## src/rtl/datapath_pipe_pkg.sv

```systemverilog
// Shared types and defaults for the register/scoreboard datapath pipe.
// Tag entries carry destination indices at a fixed maximum width.
package datapath_pipe_pkg;

  localparam int XLEN_DEF = 32;
  localparam int NREGS_DEF = 16;
  localparam int PEND_DEF = 4;
  localparam int IDX_MAX = 8;

  function automatic int idx_w(input int nregs);
    return $clog2(nregs);
  endfunction

  typedef struct packed {
    logic [IDX_MAX-1:0] y1;
    logic [IDX_MAX-1:0] y2;
    logic [1:0]         wr;
  } tag_t;

endpackage

```

## src/rtl/datapath_pipe_if.sv

```systemverilog
// Issue, operand and result bundle between the datapath and its client.
// master = issuing/executing side, slave = datapath_pipe.
interface datapath_pipe_if #(
  parameter int XLEN = 32,
  parameter int IDXW = 4
);

  logic            issue_valid;
  logic            issue_ready;
  logic [IDXW-1:0] issue_a;
  logic [IDXW-1:0] issue_b;
  logic [IDXW-1:0] issue_c;
  logic [IDXW-1:0] issue_d;
  logic [IDXW-1:0] issue_y1;
  logic [IDXW-1:0] issue_y2;
  logic [1:0]      issue_wr;
  logic            issue_const_c;
  logic [XLEN-1:0] issue_const;
  logic            issue_pc_inc;

  logic            op_valid;
  logic            op_ready;
  logic [XLEN-1:0] op_a;
  logic [XLEN-1:0] op_b;
  logic [XLEN-1:0] op_c;
  logic [XLEN-1:0] op_d;

  logic            res_valid;
  logic [XLEN-1:0] res_y1;
  logic [XLEN-1:0] res_y2;

  modport master (
    output issue_valid,
    input  issue_ready,
    output issue_a,
    output issue_b,
    output issue_c,
    output issue_d,
    output issue_y1,
    output issue_y2,
    output issue_wr,
    output issue_const_c,
    output issue_const,
    output issue_pc_inc,
    input  op_valid,
    output op_ready,
    input  op_a,
    input  op_b,
    input  op_c,
    input  op_d,
    output res_valid,
    output res_y1,
    output res_y2
  );

  modport slave (
    input  issue_valid,
    output issue_ready,
    input  issue_a,
    input  issue_b,
    input  issue_c,
    input  issue_d,
    input  issue_y1,
    input  issue_y2,
    input  issue_wr,
    input  issue_const_c,
    input  issue_const,
    input  issue_pc_inc,
    output op_valid,
    input  op_ready,
    output op_a,
    output op_b,
    output op_c,
    output op_d,
    input  res_valid,
    input  res_y1,
    input  res_y2
  );

endinterface

```

## src/rtl/datapath_tag_fifo.sv

```systemverilog
// In-order FIFO of destination tags for ops awaiting results.
// count doubles as the outstanding-op counter.
module datapath_tag_fifo
  import datapath_pipe_pkg::*;
#(
  parameter int  DEPTH = PEND_DEF,
  localparam int AW = (DEPTH > 1) ? $clog2(DEPTH) : 1,
  localparam int CW = $clog2(DEPTH) + 1
) (
  input  logic          clk,
  input  logic          rst_n,
  input  logic          push,
  input  tag_t          din,
  input  logic          pop,
  output tag_t          dout,
  output logic [CW-1:0] count
);

  tag_t          mem [DEPTH];
  logic [AW-1:0] wptr;
  logic [AW-1:0] rptr;
  logic          do_push;
  logic          do_pop;

  assign do_pop  = pop && (count != '0);
  assign do_push = push && (count != CW'(DEPTH));
  assign dout    = mem[rptr];

  always_ff @(posedge clk) begin
    if (do_push) mem[wptr] <= din;
  end

  always_ff @(posedge clk) begin
    if (!rst_n) begin
      wptr  <= '0;
      rptr  <= '0;
      count <= '0;
    end else begin
      if (do_push) wptr <= wptr + AW'(1);
      if (do_pop)  rptr <= rptr + AW'(1);
      unique case ({do_push, do_pop})
        2'b10:   count <= count + CW'(1);
        2'b01:   count <= count - CW'(1);
        default: count <= count;
      endcase
    end
  end

endmodule

```

## src/rtl/datapath_pipe.sv

```systemverilog
// Register file (R0 = PC), busy scoreboard and operand staging.
// Define DATAPATH_PIPE_BYPASS_EN to forward same-cycle results.
module datapath_pipe
  import datapath_pipe_pkg::*;
#(
  parameter int  XLEN       = XLEN_DEF,
  parameter int  NREGS      = NREGS_DEF,
  parameter int  PEND_DEPTH = PEND_DEF,
  parameter logic [XLEN-1:0] RESET_PC = '0,
  localparam int IDXW = idx_w(NREGS),
  localparam int PW   = $clog2(PEND_DEPTH) + 1
) (
  input  logic            clk,
  input  logic            rst_n,
  datapath_pipe_if.slave  bus,
  output logic [XLEN-1:0] program_counter,
  output logic [PW-1:0]   pending
);

  logic [XLEN-1:0]  rf   [NREGS];
  logic [XLEN-1:0]  wdat [NREGS];
  logic [XLEN-1:0]  src  [NREGS];
  logic [NREGS-1:0] busy;
  logic [NREGS-1:0] clr;
  logic [NREGS-1:0] set;
  logic [NREGS-1:0] src_busy;
  tag_t             head;
  tag_t             push_tag;
  logic             res_fire;
  logic             accept;
  logic             hazard;
  logic             unused_tag;

  // A result beat with nothing outstanding is a stray and is dropped.
  assign res_fire = bus.res_valid && (pending != '0);
  assign accept   = bus.issue_valid && bus.issue_ready;

  assign unused_tag = ^{head.y1, head.y2};

  assign push_tag.y1 = IDX_MAX'(bus.issue_y1);
  assign push_tag.y2 = IDX_MAX'(bus.issue_y2);
  assign push_tag.wr = bus.issue_wr;

  datapath_tag_fifo #(
    .DEPTH (PEND_DEPTH)
  ) u_tags (
    .clk   (clk),
    .rst_n (rst_n),
    .push  (accept),
    .din   (push_tag),
    .pop   (res_fire),
    .dout  (head),
    .count (pending)
  );

  // y2 is checked first so a doubled destination takes res_y2.
  always_comb begin
    clr = '0;
    for (int i = 0; i < NREGS; i++) begin
      wdat[i] = '0;
      if (res_fire && head.wr[1] &&
          head.y2[IDXW-1:0] == IDXW'(i)) begin
        clr[i]  = 1'b1;
        wdat[i] = bus.res_y2;
      end else if (res_fire && head.wr[0] &&
                   head.y1[IDXW-1:0] == IDXW'(i)) begin
        clr[i]  = 1'b1;
        wdat[i] = bus.res_y1;
      end
    end
  end

`ifdef DATAPATH_PIPE_BYPASS_EN
  assign src_busy = busy & ~clr;
  always_comb begin
    for (int i = 0; i < NREGS; i++) begin
      src[i] = clr[i] ? wdat[i] : rf[i];
    end
  end
`else
  assign src_busy = busy;
  always_comb begin
    for (int i = 0; i < NREGS; i++) begin
      src[i] = rf[i];
    end
  end
`endif

  assign hazard =
      src_busy[bus.issue_a]
    | src_busy[bus.issue_b]
    | src_busy[bus.issue_d]
    | (!bus.issue_const_c && src_busy[bus.issue_c])
    | (bus.issue_wr[0] && busy[bus.issue_y1])
    | (bus.issue_wr[1] && busy[bus.issue_y2]);

  assign bus.issue_ready =
      (!bus.op_valid || bus.op_ready)
    && (pending < PW'(PEND_DEPTH))
    && !hazard;

  always_comb begin
    set = '0;
    if (accept) begin
      if (bus.issue_wr[0]) set[bus.issue_y1] = 1'b1;
      if (bus.issue_wr[1]) set[bus.issue_y2] = 1'b1;
    end
  end

  assign program_counter = rf[0];

  always_ff @(posedge clk) begin
    if (!rst_n) begin
      rf[0] <= RESET_PC;
      for (int i = 1; i < NREGS; i++) begin
        rf[i] <= '0;
      end
      busy         <= '0;
      bus.op_valid <= 1'b0;
      bus.op_a     <= '0;
      bus.op_b     <= '0;
      bus.op_c     <= '0;
      bus.op_d     <= '0;
    end else begin
      // A new set on the same index outlives the clear.
      busy <= (busy & ~clr) | set;
      for (int i = 1; i < NREGS; i++) begin
        if (clr[i]) rf[i] <= wdat[i];
      end
      if (clr[0]) begin
        rf[0] <= wdat[0];
      end else if (accept && bus.issue_pc_inc) begin
        rf[0] <= rf[0] + XLEN'(1);
      end
      if (accept) begin
        bus.op_valid <= 1'b1;
        bus.op_a     <= src[bus.issue_a];
        bus.op_b     <= src[bus.issue_b];
        bus.op_c     <= bus.issue_const_c ?
                        bus.issue_const : src[bus.issue_c];
        bus.op_d     <= src[bus.issue_d];
      end else if (bus.op_ready) begin
        bus.op_valid <= 1'b0;
      end
    end
  end

endmodule

```

## src/flat_wrapper.sv

```systemverilog
// flat-port wrapper written by rule: the top's interface ports become plain ports
module datapath_pipe_flat import datapath_pipe_pkg::*;
#(
  parameter int  XLEN       = XLEN_DEF,
  parameter int  NREGS      = NREGS_DEF,
  parameter int  PEND_DEPTH = PEND_DEF,
  parameter logic [XLEN-1:0] RESET_PC = '0,
  localparam int IDXW = idx_w(NREGS),
  localparam int PW   = $clog2(PEND_DEPTH) + 1
)
  (clk, rst_n, program_counter, pending, bus_issue_valid, bus_issue_ready, bus_issue_a, bus_issue_b, bus_issue_c, bus_issue_d, bus_issue_y1, bus_issue_y2, bus_issue_wr, bus_issue_const_c, bus_issue_const, bus_issue_pc_inc, bus_op_valid, bus_op_ready, bus_op_a, bus_op_b, bus_op_c, bus_op_d, bus_res_valid, bus_res_y1, bus_res_y2);
  datapath_pipe_if #(.XLEN(XLEN), .IDXW(4)) bus_i ();
  input  logic clk;
  input  logic rst_n;
  output logic [XLEN-1:0] program_counter;
  output logic [PW-1:0] pending;
  input wire logic [$bits(bus_i.issue_valid)-1:0] bus_issue_valid;
  output wire logic [$bits(bus_i.issue_ready)-1:0] bus_issue_ready;
  input wire logic [$bits(bus_i.issue_a)-1:0] bus_issue_a;
  input wire logic [$bits(bus_i.issue_b)-1:0] bus_issue_b;
  input wire logic [$bits(bus_i.issue_c)-1:0] bus_issue_c;
  input wire logic [$bits(bus_i.issue_d)-1:0] bus_issue_d;
  input wire logic [$bits(bus_i.issue_y1)-1:0] bus_issue_y1;
  input wire logic [$bits(bus_i.issue_y2)-1:0] bus_issue_y2;
  input wire logic [$bits(bus_i.issue_wr)-1:0] bus_issue_wr;
  input wire logic [$bits(bus_i.issue_const_c)-1:0] bus_issue_const_c;
  input wire logic [$bits(bus_i.issue_const)-1:0] bus_issue_const;
  input wire logic [$bits(bus_i.issue_pc_inc)-1:0] bus_issue_pc_inc;
  output wire logic [$bits(bus_i.op_valid)-1:0] bus_op_valid;
  input wire logic [$bits(bus_i.op_ready)-1:0] bus_op_ready;
  output wire logic [$bits(bus_i.op_a)-1:0] bus_op_a;
  output wire logic [$bits(bus_i.op_b)-1:0] bus_op_b;
  output wire logic [$bits(bus_i.op_c)-1:0] bus_op_c;
  output wire logic [$bits(bus_i.op_d)-1:0] bus_op_d;
  input wire logic [$bits(bus_i.res_valid)-1:0] bus_res_valid;
  input wire logic [$bits(bus_i.res_y1)-1:0] bus_res_y1;
  input wire logic [$bits(bus_i.res_y2)-1:0] bus_res_y2;
  assign bus_i.issue_valid = bus_issue_valid;
  assign bus_issue_ready = bus_i.issue_ready;
  assign bus_i.issue_a = bus_issue_a;
  assign bus_i.issue_b = bus_issue_b;
  assign bus_i.issue_c = bus_issue_c;
  assign bus_i.issue_d = bus_issue_d;
  assign bus_i.issue_y1 = bus_issue_y1;
  assign bus_i.issue_y2 = bus_issue_y2;
  assign bus_i.issue_wr = bus_issue_wr;
  assign bus_i.issue_const_c = bus_issue_const_c;
  assign bus_i.issue_const = bus_issue_const;
  assign bus_i.issue_pc_inc = bus_issue_pc_inc;
  assign bus_op_valid = bus_i.op_valid;
  assign bus_i.op_ready = bus_op_ready;
  assign bus_op_a = bus_i.op_a;
  assign bus_op_b = bus_i.op_b;
  assign bus_op_c = bus_i.op_c;
  assign bus_op_d = bus_i.op_d;
  assign bus_i.res_valid = bus_res_valid;
  assign bus_i.res_y1 = bus_res_y1;
  assign bus_i.res_y2 = bus_res_y2;
  datapath_pipe #(.XLEN(XLEN), .NREGS(NREGS), .PEND_DEPTH(PEND_DEPTH), .RESET_PC(RESET_PC)) u_core (.clk(clk), .rst_n(rst_n), .bus(bus_i), .program_counter(program_counter), .pending(pending));
endmodule
```

## config.mk

```make
export PLATFORM = sky130hd
export DESIGN_NAME = datapath_pipe_flat
export DESIGN_NICKNAME = d
export VERILOG_FILES = /design/src/rtl/datapath_pipe_pkg.sv /design/src/rtl/datapath_pipe_if.sv /design/src/rtl/datapath_tag_fifo.sv /design/src/rtl/datapath_pipe.sv /design/src/flat_wrapper.sv
export SDC_FILE = /design/constraint.sdc
export NUM_CORES = 2
export LEC_CHECK = 0
export CAP_MARGIN = 20
export CORE_MARGIN = 1
export CORE_UTILIZATION = 55
export DETAILED_ROUTE_END_ITERATION = 16
export DONT_BUFFER_PORTS = 1
export PLACE_DENSITY = 0.7
export SLEW_MARGIN = 20
export SYNTH_ARGS = -nofsm -noshare
export SYNTH_HDL_FRONTEND = slang
export SYNTH_SLANG_ARGS = --single-unit
```

## constraint.sdc

```tcl
create_clock -name clk -period 8.1 [get_ports clk]
set_clock_uncertainty 0.2 [all_clocks]
set_input_delay 1.62 -clock clk [delete_from_list [all_inputs] [get_ports clk]]
set_output_delay 1.62 -clock clk [all_outputs]
set_load 0.05 [all_outputs]
```

==> impl_metrics.tcl <==
set metrics [dict create \
    finalSetupTns_ps 0 \
    synth_top_family_by_area "multiplexers" \
    die_height_um 297 \
    drv_slew 0 \
    area_growth_pct 5.10 \
    syn_nets 4201 \
    clkLatencyLatePin_ps 660 \
    nFillCells 6774 \
    nNetsFinal 3837 \
    seqCellArea_um2 17700 \
    maxCapViolCount 0 \
    postSynthAreaPerCell_um2 11.8 \
    synth_edf_count 360 \
    maxClockFrequency_mhz 197 \
    yosys-mux-area-fraction_pct 40.4 \
    clock_pin_slew_on_the_worst_setup_and_hold_paths_ps 60 \
    ios 294 \
    cts_made_buffers 81 \
    post_synth_inst_count 4065 \
    die_area_um2 88300 \
    gr-usage-all-layers_pct 36.9 \
    final.min_clock_period_ps 5080 \
    arrival_ps 3260 \
    max_h_tree_level 3 \
    cts_hold_buf 0 \
    unrepaired_setup_endpoints_after_global_routing "false" \
    num_vias 36800 \
    synth-main-ff-cell "sky130_fd_sc_hd__edfxtp_1" \
    layout-drive-gt1-share_pct 24.5 \
    grt_pass1_vias 35700 \
    cts-resized-gates 0 \
    initial_utilization_pct 55.9 \
    wl_per_cell_um 33.5 \
    p_per_area_nw_per_um2 200 \
    power_switching_share_pct 29.8 \
    hp-start "u_core.rf[1][202]" \
    grt_antenna_before_repair 8 \
    synth_compound_gate_area_share_pct 7.93 \
    design.core.area_um2 85700 \
    cp_max_fo 132 \
    cts_num_sinks 706 \
    drt-initial-drc-count 5961 \
    vdd_drop_max_v 0.000155 \
    dr.pass1.iters 8 \
    final_standard_cell_utilization_of_the_core_pct 58.8 \
    synth_cell_types 58 \
    ys_ff_latch 706 \
    antenna_violating_nets_post_route 0 \
    synthArstFlopShare_pct 0 \
    worstMarginPinSlew_ps 1200 \
    number_of_design_rule_violations_left_after_detail_routing 0 \
    critical_path.endpoint_type "output pin" \
    synth_adder_area_share_pct 0.198 \
    synthXorXnorAreaFrac_pct 0.622 \
    rows 107 \
    timing.critical_path.required_ps 6280 \
    grt_max_degree 392 \
    tritoncts_clock_tree "done" \
    post_detail_place_hpwl_mm 96.4 \
    cp-start-kind "input pin" \
    p_int_w 0.00707 \
    gpl.final_weighted_congestion 0.884 \
    hold_violation_total_from_the_final_report 0 \
    setup_violations 0 \
    period_share_pct 62.7 \
    net-switching-power_w 0.00300 \
    grt_first_pass_wirelength_mm 242 \
    share_of_power_burned_in_combinational_logic_pct 16.7 \
    synth-warning-count 0 \
    setup.worst_path.class "in -> out" \
    multi_input_comb_area_um2 28100 \
    run_status "finished, final reports clean" \
    detail_route.wirelength_mm 164 \
    root_buffer "sky130_fd_sc_hd__clkbuf_16" \
    timing.critical_path.from "bus_issue_d[0]" \
    area_of_the_mapped_netlist_um2 47900 \
    post_synthesis_sequential_area_ratio_pct 37.0 \
    power_leakage_nw 16.8 \
    seqPwrFrac_pct 45.9 \
    grt_overflow 0 \
    cts_post_setup_buffers_inserted 0 \
    power.share.clock_pct 37.5 \
    worst_hold_path_type "reg -> reg" \
    numPortBuffers 0 \
    die_w_um 297 \
    post_synth_and_or_nand_nor_area_fraction_pct 8.96 \
    vias_per_cell 7.48 \
    maxSlewHeadroom_pct 20.1 \
    clock_path_buffers 3 \
]
## power groups by stage
stage          Sequential (W)  Combinational, W  Clock (W)
2_1_floorplan         0.00446           0.00161          0
3_3_place_gp          0.00466           0.00162          0
3_5_place_dp          0.00468           0.00164          0
4_1_cts               0.00461           0.00165    0.00378
5_1_grt               0.00465           0.00176    0.00390
6_report              0.00462           0.00168    0.00377
## logic make-up (layout without fill, tap and decap cells)
kind of cell	Yosys count	in the layout
other cells	0	2
fa+ha+maj	7	7
xor+xnor	34	34
compound gates	647	647
buf+inv	517	218
mux	1096	1096
simple gates	1058	1058
flops	706	706
## registers in the layout, indices dropped and copies added, names as in the netlist, named ones only
signal and flops:
u_core.bus.op_valid 1, u_core.u_tags.mem 40, u_core.busy 16, u_core.bus.op_b 32
u_core.u_tags.wptr 2, u_core.u_tags.count 3, u_core.bus.op_c 32, u_core.u_tags.rptr 2
u_core.bus.op_a 32, u_core.rf 512, u_core.bus.op_d 32
## stage by stage
step | hold slack [ps] | setup slack [ps] | area (um2) | instances | power, W
after detailed placement | 292 | 2940 | 47600 | 4760 | 0.00632
final | 299 | 3020 | 50400 | 4912 | 0.0101
after floorplan | 267 | 1910 | 47900 | 4065 | 0.00607
after CTS | 300 | 3040 | 50300 | 4908 | 0.0100
after global routing | 317 | 2980 | 50400 | 4910 | 0.0103
after global placement | 278 | 3000 | 47600 | 4760 | 0.00628
## placed cells by master, fill, tap and decap left out, types with 17 or more instances in the layout
cell type / netlist / layout
sky130_fd_sc_hd__o22ai_1: 30 / 30
sky130_fd_sc_hd__edfxtp_1: 360 / 360
sky130_fd_sc_hd__nor2_1: 159 / 144
sky130_fd_sc_hd__buf_4: 40 / 40
sky130_fd_sc_hd__a21oi_1: 322 / 322
sky130_fd_sc_hd__clkbuf_16: 0 / 86
sky130_fd_sc_hd__o21ai_0: 136 / 136
sky130_fd_sc_hd__a22oi_1: 33 / 33
sky130_fd_sc_hd__mux4_2: 668 / 668
sky130_fd_sc_hd__nand3_1: 19 / 19
sky130_fd_sc_hd__dfxtp_1: 346 / 346
sky130_fd_sc_hd__a41o_1: 30 / 29
sky130_fd_sc_hd__a211oi_1: 32 / 32
sky130_fd_sc_hd__or2_2: 18 / 17
sky130_fd_sc_hd__xnor2_1: 25 / 25
sky130_fd_sc_hd__mux2_2: 35 / 35
sky130_fd_sc_hd__nand2_1: 796 / 793
sky130_fd_sc_hd__clkbuf_1: 297 / 25
sky130_fd_sc_hd__mux2i_1: 393 / 393
sky130_fd_sc_hd__inv_1: 27 / 26
sky130_fd_sc_hd__o2bb2ai_1: 32 / 32
## synthesized netlist by cell type, types with 18 or more instances
cell type                   instances  share of area, %
sky130_fd_sc_hd__nand2_1          796               6.2
sky130_fd_sc_hd__mux4_2           668                31
sky130_fd_sc_hd__mux2i_1          393               8.2
sky130_fd_sc_hd__edfxtp_1         360                23
sky130_fd_sc_hd__dfxtp_1          346                14
sky130_fd_sc_hd__a21oi_1          322               3.4
sky130_fd_sc_hd__clkbuf_1         297               2.3
sky130_fd_sc_hd__nor2_1           159               1.2
sky130_fd_sc_hd__o21ai_0          136               1.4
sky130_fd_sc_hd__buf_2             90              0.94
sky130_fd_sc_hd__buf_1             46              0.36
sky130_fd_sc_hd__buf_4             40              0.63
sky130_fd_sc_hd__mux2_2            35              0.82
sky130_fd_sc_hd__a22oi_1           33              0.52
sky130_fd_sc_hd__a211oi_1          32              0.50
sky130_fd_sc_hd__o2bb2ai_1         32              0.58
sky130_fd_sc_hd__a41o_1            30              0.63
sky130_fd_sc_hd__o22ai_1           30              0.39
sky130_fd_sc_hd__inv_1             27              0.21
sky130_fd_sc_hd__xnor2_1           25              0.46
sky130_fd_sc_hd__nand3_1           19              0.20
sky130_fd_sc_hd__or2_2             18              0.24
## worst max-delay path, cell delays in order
cell                      delay [ps]
sky130_fd_sc_hd__mux4_2          490
sky130_fd_sc_hd__mux2i_1         150
sky130_fd_sc_hd__mux2i_1          90
sky130_fd_sc_hd__nor2_1          160
sky130_fd_sc_hd__nand2_1         100
sky130_fd_sc_hd__nor4_2          350
sky130_fd_sc_hd__buf_4           260
## metal layers
| metal | GRT usage (%) | vias up | routed length (um) |
|---|---|---|---|
| met5 | 0 | - | 109 |
| met4 | 18.1 | 12 | 9940 |
| met3 | 12.7 | 677 | 25000 |
| met2 | 55.1 | 3194 | 73200 |
| met1 | 48.2 | 18000 | 56200 |
| li1 | - | 14900 | - |
## final cells by class
| class | count | share of cell area [%] |
|---|---|---|
| Antenna cell | 2 | 0.00994 |
| Timing Repair Buffer | 42 | 0.706 |
| Tap cell | 1144 | 2.84 |
| Sequential cell | 706 | 35.2 |
| Clock buffer | 123 | 4.77 |
| Clock inverter | 25 | 0.492 |
| Inverter | 28 | 0.224 |
| Multi-Input combinational cell | 2842 | 55.7 |
## final timing paths
kind | endpoint | cells past startpoint | slack [ps]
setup / recovery | bus_issue_ready | 7 | 3020
setup reg to reg | u_core.rf[1][48] | 7 | 3310
hold reg to reg | u_core.rf[1][202] | 2 | 300
hold / removal | u_core.rf[1][202] | 2 | 300
No activity file was read; power rests on OpenSTA's default activity.
